File: src/rtl/cnna_mul_pkg.sv
// Shared helpers for the signed x unsigned multiplier pipe: product width, rounding constant, output range.
// No logic and no latency; this file holds only constants and functions.
// Build option CNNA_MUL_SAT_EN uses dout_max/dout_min as the clamp bounds.
package cnna_mul_pkg;

  localparam int DOUT_W_DEF = 16;

  // Full product width: signed a times zero-extended b needs one extra bit.
  function automatic int prod_w(input int a_w, input int b_w);
    return a_w + b_w + 1;
  endfunction

  // Half an LSB of the shifted result; adding it before >>> rounds half toward +inf.
  function automatic longint rnd_const(input int shift);
    if (shift > 0) begin
      return longint'(1) << (shift - 1);
    end
    return longint'(0);
  endfunction

  function automatic longint dout_max(input int w);
    return (longint'(1) << (w - 1)) - 1;
  endfunction

  function automatic longint dout_min(input int w);
    return -(longint'(1) << (w - 1));
  endfunction

  localparam longint DOUT_MAX = dout_max(DOUT_W_DEF);
  localparam longint DOUT_MIN = dout_min(DOUT_W_DEF);

endpackage

File: src/rtl/cnna_mul_lane.sv
// One lane datapath: product, round-shift, narrow (wrap, or clamp with CNNA_MUL_SAT_EN), then a delay chain.
// Latency NUM_STAGE registers; the product register is stage 0 whenever NUM_STAGE > 1.
// Stalls come only through i_ld. Each stage loads only when its own load enable is set.
module cnna_mul_lane
  import cnna_mul_pkg::*;
#(
  parameter int A_W       = 16,
  parameter int B_W       = 13,
  parameter int DOUT_W    = 16,
  parameter int SHIFT     = 0,
  parameter int NUM_STAGE = 3
) (
  input  logic                 clk,
  input  logic                 reset,
  input  logic [NUM_STAGE-1:0] i_ld,
  input  logic [A_W-1:0]       i_a,
  input  logic [B_W-1:0]       i_b,
  output logic [DOUT_W-1:0]    o_dout,
  output logic                 o_ovf
);

  localparam int PW = prod_w(A_W, B_W);
  // Index of the first result register. With one stage, the whole datapath feeds it directly.
  localparam int RS = (NUM_STAGE > 1) ? 1 : 0;
  localparam int ND = NUM_STAGE - RS;
  localparam logic signed [PW-1:0] RND = PW'(rnd_const(SHIFT));

  logic signed [PW-1:0] w_p;
  logic signed [PW-1:0] w_src;
  logic signed [PW-1:0] w_sum;
  logic signed [PW-1:0] w_r;
  logic [DOUT_W-1:0]    w_dat;
  logic [DOUT_W-1:0]    r_dat [ND];

  // Zero-extending b before the signed multiply keeps it non-negative.
  assign w_p = PW'($signed(i_a)) * $signed(PW'(i_b));

  if (NUM_STAGE > 1) begin : g_preg
    logic signed [PW-1:0] r_p;
    // Product register. It loads only with a valid beat.
    always_ff @(posedge clk) begin
      if (reset) begin
        r_p <= '0;
      end else if (i_ld[0]) begin
        r_p <= w_p;
      end
    end
    assign w_src = r_p;
  end else begin : g_nopreg
    assign w_src = w_p;
  end

  // The rounding add cannot overflow PW bits, because the product never reaches the top bit.
  assign w_sum = w_src + RND;
  assign w_r   = w_sum >>> SHIFT;

`ifdef CNNA_MUL_SAT_EN
  localparam longint DMAX = dout_max(DOUT_W);
  localparam longint DMIN = dout_min(DOUT_W);
  logic signed [63:0] w_r64;
  logic               w_ovf;
  logic               r_ovf [ND];

  assign w_r64 = 64'(w_r);

  // Clamp to the signed output range and flag any lane that was clamped.
  always_comb begin
    w_dat = DOUT_W'(w_r);
    w_ovf = 1'b0;
    if (w_r64 > DMAX) begin
      w_dat = DOUT_W'(DMAX);
      w_ovf = 1'b1;
    end else if (w_r64 < DMIN) begin
      w_dat = DOUT_W'(DMIN);
      w_ovf = 1'b1;
    end
  end

  // The overflow flag travels with its beat through the delay chain.
  always_ff @(posedge clk) begin
    if (reset) begin
      for (int k = 0; k < ND; k++) r_ovf[k] <= 1'b0;
    end else begin
      if (i_ld[RS]) r_ovf[0] <= w_ovf;
      for (int k = 1; k < ND; k++) begin
        if (i_ld[RS+k]) r_ovf[k] <= r_ovf[k-1];
      end
    end
  end
  assign o_ovf = r_ovf[ND-1];
`else
  // Two's-complement wrap: keep the low DOUT_W bits.
  assign w_dat = DOUT_W'(w_r);
  assign o_ovf = 1'b0;
`endif

  // Result register followed by plain delay stages, which make up the remaining latency.
  always_ff @(posedge clk) begin
    if (reset) begin
      for (int k = 0; k < ND; k++) r_dat[k] <= '0;
    end else begin
      if (i_ld[RS]) r_dat[0] <= w_dat;
      for (int k = 1; k < ND; k++) begin
        if (i_ld[RS+k]) r_dat[k] <= r_dat[k-1];
      end
    end
  end

  assign o_dout = r_dat[ND-1];

endmodule

File: src/rtl/cnna_mul_pipe_sxu.sv
// LANES-wide pipelined signed x unsigned multiplier with round-shift and narrowing (CNNA_MUL_SAT_EN clamps).
// Latency NUM_STAGE cycles at 1 beat/cycle. A beat accepted at edge k appears after edge k+NUM_STAGE-1.
// The whole pipe advances only when ce=1 and the output slot is empty or being taken; in_ready mirrors that.
module cnna_mul_pipe_sxu
  import cnna_mul_pkg::*;
#(
  parameter int LANES     = 1,
  parameter int A_W       = 16,
  parameter int B_W       = 13,
  parameter int DOUT_W    = 16,
  parameter int SHIFT     = 0,
  parameter int NUM_STAGE = 3
) (
  input  logic                    clk,
  input  logic                    reset,
  input  logic                    ce,
  input  logic                    in_valid,
  output logic                    in_ready,
  input  logic [LANES*A_W-1:0]    din0,
  input  logic [LANES*B_W-1:0]    din1,
  output logic                    out_valid,
  input  logic                    out_ready,
  output logic [LANES*DOUT_W-1:0] dout,
  output logic [LANES-1:0]        ovf
);

  logic [NUM_STAGE-1:0] r_vld;
  logic [NUM_STAGE-1:0] w_ld;
  logic                 w_adv;

  assign w_adv     = ce & (~r_vld[NUM_STAGE-1] | out_ready);
  assign in_ready  = w_adv;
  assign out_valid = r_vld[NUM_STAGE-1];

  // Each stage loads data only when the pipe advances and the beat moving into it is valid.
  always_comb begin
    w_ld    = '0;
    w_ld[0] = w_adv & in_valid;
    for (int s = 1; s < NUM_STAGE; s++) begin
      w_ld[s] = w_adv & r_vld[s-1];
    end
  end

  // Valid shift register. Reset takes priority over ce and drops every beat in flight.
  always_ff @(posedge clk) begin
    if (reset) begin
      r_vld <= '0;
    end else if (w_adv) begin
      r_vld[0] <= in_valid;
      for (int s = 1; s < NUM_STAGE; s++) begin
        r_vld[s] <= r_vld[s-1];
      end
    end
  end

  for (genvar i = 0; i < LANES; i++) begin : g_lane
    cnna_mul_lane #(
      .A_W      (A_W),
      .B_W      (B_W),
      .DOUT_W   (DOUT_W),
      .SHIFT    (SHIFT),
      .NUM_STAGE(NUM_STAGE)
    ) u_lane (
      .clk   (clk),
      .reset (reset),
      .i_ld  (w_ld),
      .i_a   (din0[i*A_W +: A_W]),
      .i_b   (din1[i*B_W +: B_W]),
      .o_dout(dout[i*DOUT_W +: DOUT_W]),
      .o_ovf (ovf[i])
    );
  end

endmodule
File: config.mk
export PLATFORM = sky130hd
export DESIGN_NAME = cnna_mul_pipe_sxu
export DESIGN_NICKNAME = d
export VERILOG_FILES = /design/src/rtl/cnna_mul_pkg.sv /design/src/rtl/cnna_mul_lane.sv /design/src/rtl/cnna_mul_pipe_sxu.sv
export SDC_FILE = /design/constraint.sdc
export NUM_CORES = 1
export LEC_CHECK = 0
export ABC_AREA = 1
export BUFFER_PORTS_ARGS = -buffer_cell sky130_fd_sc_hd__buf_2
export CAP_MARGIN = 10
export CORE_MARGIN = 8
export CORE_UTILIZATION = 62
export DETAILED_ROUTE_END_ITERATION = 7
export PLACE_DENSITY = 0.88
export RECOVER_POWER = 50
export SYNTH_ARGS = -nofsm -noshare
export SYNTH_HDL_FRONTEND = slang
export SYNTH_SLANG_ARGS = --single-unit
File: constraint.sdc
create_clock -name clk -period 7.1 [get_ports clk]
set_input_delay 1.42 -clock clk [delete_from_list [all_inputs] [get_ports clk]]
set_output_delay 1.42 -clock clk [all_outputs]
set_load 0.005 [all_outputs]
== Word-level counts from Yosys, hierarchy flattened ==
Memory sizes are Yosys's and may differ from the RTL's.
Index checks and enable logic that the tools add are counted.

* Register bits after elaboration: 19
* Memory bits (writable): 32
* Input port bits: 34
* Output and inout bits: 19
* Memories kept: 1

{| class="wikitable"
|+ Memory list
! name !! words !! bits a word !! read ports !! clocked after memory_dff !! wr ports !! RTL line !! RTL
|-
| g_lane[0].u_lane.r_dat || 2 || 16 || 2 || 0 || 2 || cnna_mul_lane.sv:33 || <nowiki>logic [DOUT_W-1:0] r_dat [ND];</nowiki>
|}

* Multipliers: 1
* Mux-type cells: 10
* Bitwise operators: 8

{| class="wikitable"
|+ Operators by type and width
! kind !! count
|-
| 16-bit 2-to-1 mux || 2
|-
| 16-bit by 14-bit multiplier with 16-bit output || 1
|-
| 1-bit 2-to-1 mux || 8
|-
| 1-bit AND || 4
|-
| 1-bit OR || 3
|-
| 1-bit inverter || 1
|}

== Longest topological paths before layout ==
* Depth in word-level cells: 8
* Mapped depth: 30
* Mapped depth without buffers: 29

== Hierarchy ==
Synthesis repeated with hierarchy kept, for this count alone.

* Cell total of the unflattened synthesis: 833
* Area, all modules: 6268.5 µm²

{| class="wikitable"
|+ Modules (own cells, without submodules)
! module !! times used !! cells each !! area an instance (µm²) !! sequential area each (µm²)
|-
| cnna_mul_lane || 1 || 813 || 6130.9 || 1281.2
|-
| cnna_mul_pipe_sxu || 1 || 20 || 137.6 || 60.1
|}

== Least setup slack after synthesis ==
No wires, ideal clock.

* Kind: in2reg
* Start: input port din1[4]
* End: register g_lane[0].u_lane.g_preg.r_p[15]
* Library setup time: 0.109 ns
* Data arrival time: 6.129 ns
* Slack: 0.862 ns
* Stages: 24
* Buffers on the path: 1
* Cells stage by stage: clkbuf_1 nand2_1 fa_1 inv_1 fa_1 inv_1 fa_1 fa_1 inv_1 fa_1 inv_1 fa_1 inv_1 ha_1 nand2_1 nor2_1 a211oi_1 o21ai_0 a21oi_1 inv_1 nand2_1 nand3_1 nand2_1 inv_1

* Longest elaborated chain between the ends: 1

{| class="wikitable"
|+ Ends and longest elaborated chain
! what !! RTL line !! RTL
|-
| from (decl) || cnna_mul_pipe_sxu.sv:20 || <nowiki>input logic [LANES*B_W-1:0] din1,</nowiki>
|-
| 16-bit by 14-bit multiplier with 16-bit output || cnna_mul_lane.sv:36 || <nowiki>assign w_p = PW'($signed(i_a)) * $signed(PW'(i_b));</nowiki>
|-
| to (signal assigned) || cnna_mul_lane.sv:45 || <nowiki>r_p <= w_p;</nowiki>
|-
| to (decl) || cnna_mul_lane.sv:39 || <nowiki>logic signed [PW-1:0] r_p;</nowiki>
|}

Every way passes these cells.
A chain may end at the register's enable or synchronous reset.

== Worst setup path in the final report ==
* Start: input port din1[2]
* End: register g_lane[0].u_lane.g_preg.r_p[15]

The elaborated chain is that of the path after synthesis.

==> results.yml <==
run_status:
  status: "finished clean"
clock_tree:
  clk_latency_ns: 0.30
  cts_buffer_depth: 2
  cts_tree: "built"
  cts_sinks: 51
  holdBufCountCts: 0
  root_buffer: "clkbuf_8"
  cts_made_buffers: 5
  cts.repair.resized: 0
  clk_pin_slew_ns: 0.09
  cts_max_level: 2
  post_cts_buffers: 0
placed_design:
  place_inst: 956
  port_buffers: 51
  place.gp.congestion: 0.919
  dpl_worst_slack_ns: 0.581
  dpl_cell_area_um2: 6360
  dp_hpwl_mm: 10.4
sta:
  slew_headroom: 0.335
  finClkSkew_ns: 0.00367
  rsz0062_at_grt: "false"
  setup-tns-final_ns: 0
  timing_hold_violations_final: 0
  timing.final.crit_period_ns: 6.24
  slew_viol_final: 0
  setup_viol: 0
  fmax_mhz: 160
  worst_pin_slew_ns: 0.996
  setup_ws_ns: 0.865
  period_share: 0.878
synthesis:
  synth_area_um2: 6200
  netlist_instances: 818
  synth.distinct_cells: 31
  synth_nets: 975
  synth-edff-count: 32
  synth.avg_cell_area_um2: 7.58
  ys_warn_count: 0
  postSynth.asyncResetShare: 0
  ys_seq_area_frac: 0.216
  synth-seq-cells: 51
  synth_ff_type: "edfxtp_1"
die:
  die_height_um: 116
  core-area_um2: 9730
  die_w_um: 116
  num_rows: 36
  initial_core_util: 0.637
  dieArea_um2: 13500
  io_pins: 53
critical_path:
  r2r_end: "g_lane[0].u_lane.r_dat[0][17]"
  crit_type: "primary input to flop"
  rrSetupSlack_ns: 5.16
  crit_path_max_incr_delay_ns: 0.54
  r2r_cells: 7
  cp.buffers_inverters: 10
  crit_family: "adder cells"
  worstReg2RegStart: "r_vld[2]"
  cp_max_fo: 15
  path_depth: 24
  path_cells: "buf_2, nand2_1, inv_1, fa_1, inv_1, fa_1, inv_1, fa_1, inv_1, fa_1, inv_1, fa_1, inv_1, fa_1, inv_1, ha_1, a31oi_1, o21ai_0, a21oi_1, inv_1, nand2_1, nand3_1, nand2_1, inv_1"
  crit_arrival_ns: 6.44
  start_kind: "primary input"
  cp_slowest_cell: "fa_1"
  end_kind: "flop"
  crit_path_end: "g_lane[0].u_lane.g_preg.r_p[15]"
  required_ns: 7.30
  startpoint: "din1[2]"
  cpMostUsedCell: "inv_1"
final_layout:
  stdcell_area_um2: 6460
  nets: 987
  drive_gt1_frac: 0.0686
  antenna_cells: 0
  instances_no_fill: 964
  area.growth.synth_to_final_pct: 4.20
global_route:
  grt_pass1_wl_mm: 22.1
  grt_overflow_total: 0
  grt.total_usage: 0.206
  grt_antenna_before_repair: 0
  grt_pass1_vias: 4987
  grt_max_degree: 33
power_and_ir_drop:
  vdd_drop_max_mv: 0.363
  cellPowerDensity_nw_per_um2: 340
  p_leak_nw: 3.84
  power.total_mw: 2.19
drt:
  drtAntennaViolNets: 0
  post_drt_via_cell_ratio: 5.10
  drt_iter0_drc: 402
  drtPass1Iterations: 5
  wire_per_inst_um: 13.3
  drcViolationCount: 0
  via_count: 4918
  routed_wl_mm: 12.8
run:
  cap_viol_max_count: 0
worst_hold_path:
  hp-class: "flop to flop"
## final cells by class
cell class	instances	area [um^2]
fill	824	3270
clock buffer	5	68.8
tap	133	166
inverter	241	905
timing repair buffer	51	240
multi-input combinational	480	3690
sequential	51	1340
clock inverter	3	46.3
## layer usage
| layer | vias to the layer above | track usage | part of all wire | wire [um] |
|---|---|---|---|---|
| met5 | - | 0 | 0 | 0 |
| met4 | 0 | 0.0761 | 0.037 | 476 |
| met3 | 40 | 0.0307 | 0.063 | 813 |
| met2 | 201 | 0.371 | 0.51 | 6590 |
| met1 | 2311 | 0.242 | 0.39 | 4970 |
| li1 | 2366 | - | - | - |
## per-stage QoR
stage / util / hold WS, ns
2_1_floorplan: - / 0.430
3_3_place_gp: 0.653 / 0.442
3_5_place_dp: 0.653 / 0.446
4_1_cts: 0.665 / 0.459
5_1_grt: 0.664 / 0.492
6_report: 0.664 / 0.458
## synthesized netlist by cell type (7+ instances only)
cell type | count | share of area
ha_1 | 45 | 0.091
nand2_1 | 212 | 0.13
xor2_1 | 7 | 0.0099
nor2_1 | 44 | 0.027
clkbuf_1 | 20 | 0.012
o21ai_0 | 14 | 0.011
inv_1 | 240 | 0.15
dfxtp_1 | 19 | 0.061
nand3_1 | 28 | 0.023
a21oi_1 | 27 | 0.022
buf_4 | 20 | 0.024
fa_1 | 78 | 0.25
edfxtp_1 | 32 | 0.16
## where the power goes
group          leakage, nW  total, mW  switching (mW)  internal (mW)
clock               0.0548      0.205          0.0986          0.106
combinational         3.30       1.64            1.00          0.633
sequential           0.489      0.353         0.00781          0.345
total                 3.84       2.19            1.11           1.08
## layout by cell type (no fill, tap or decap), types with 5 or more instances in the layout
cell,instances
buf_2,39
clkbuf_8,5
nand2_1,212
nor2_1,44
fa_1,78
a21oi_1,27
nand3_1,28
o21ai_0,14
xor2_1,7
clkbuf_1,12
edfxtp_1,32
dfxtp_1,19
inv_1,240
ha_1,45
## how the worst min path moves through the flow
stage / start / end / slack, ns / depth (start not counted)
global route: g_lane[0].u_lane.g_preg.r_p[3] / g_lane[0].u_lane.g_preg.r_p[3] / 0.49 / 2
finish: g_lane[0].u_lane.g_preg.r_p[3] / g_lane[0].u_lane.g_preg.r_p[3] / 0.46 / 2
global placement: g_lane[0].u_lane.g_preg.r_p[3] / g_lane[0].u_lane.g_preg.r_p[3] / 0.44 / 2
CTS: g_lane[0].u_lane.g_preg.r_p[3] / g_lane[0].u_lane.g_preg.r_p[3] / 0.46 / 2
detailed placement: g_lane[0].u_lane.g_preg.r_p[3] / g_lane[0].u_lane.g_preg.r_p[3] / 0.45 / 2
floorplan: g_lane[0].u_lane.g_preg.r_p[1] / g_lane[0].u_lane.g_preg.r_p[1] / 0.43 / 2
## tightest hold or removal path: cells and delay by family, from the launching register on
family                 cells  cell delay (ns)
flip-flops                 1             0.31
AO/OA/AOI/OAI              1             0.05
buffers and inverters      1             0.06
## cells by family after synthesis
kind of cell,count (synthesis),synth area share
other,1,0.000605
XOR/XNOR,11,0.0168
flip-flops,51,0.216
AND/OR/NAND/NOR,292,0.188
adder cells (fa/ha/maj),123,0.343
AO/OA/AOI/OAI,53,0.0474
buffers and inverters,287,0.188
## sequential cells by signal, summed over array words and instances (netlist names)
name,flops
r_vld,3
g_lane.u_lane.r_dat,32
g_lane.u_lane.g_preg.r_p,16
Note: power is estimated with default switching activity, not from simulation.
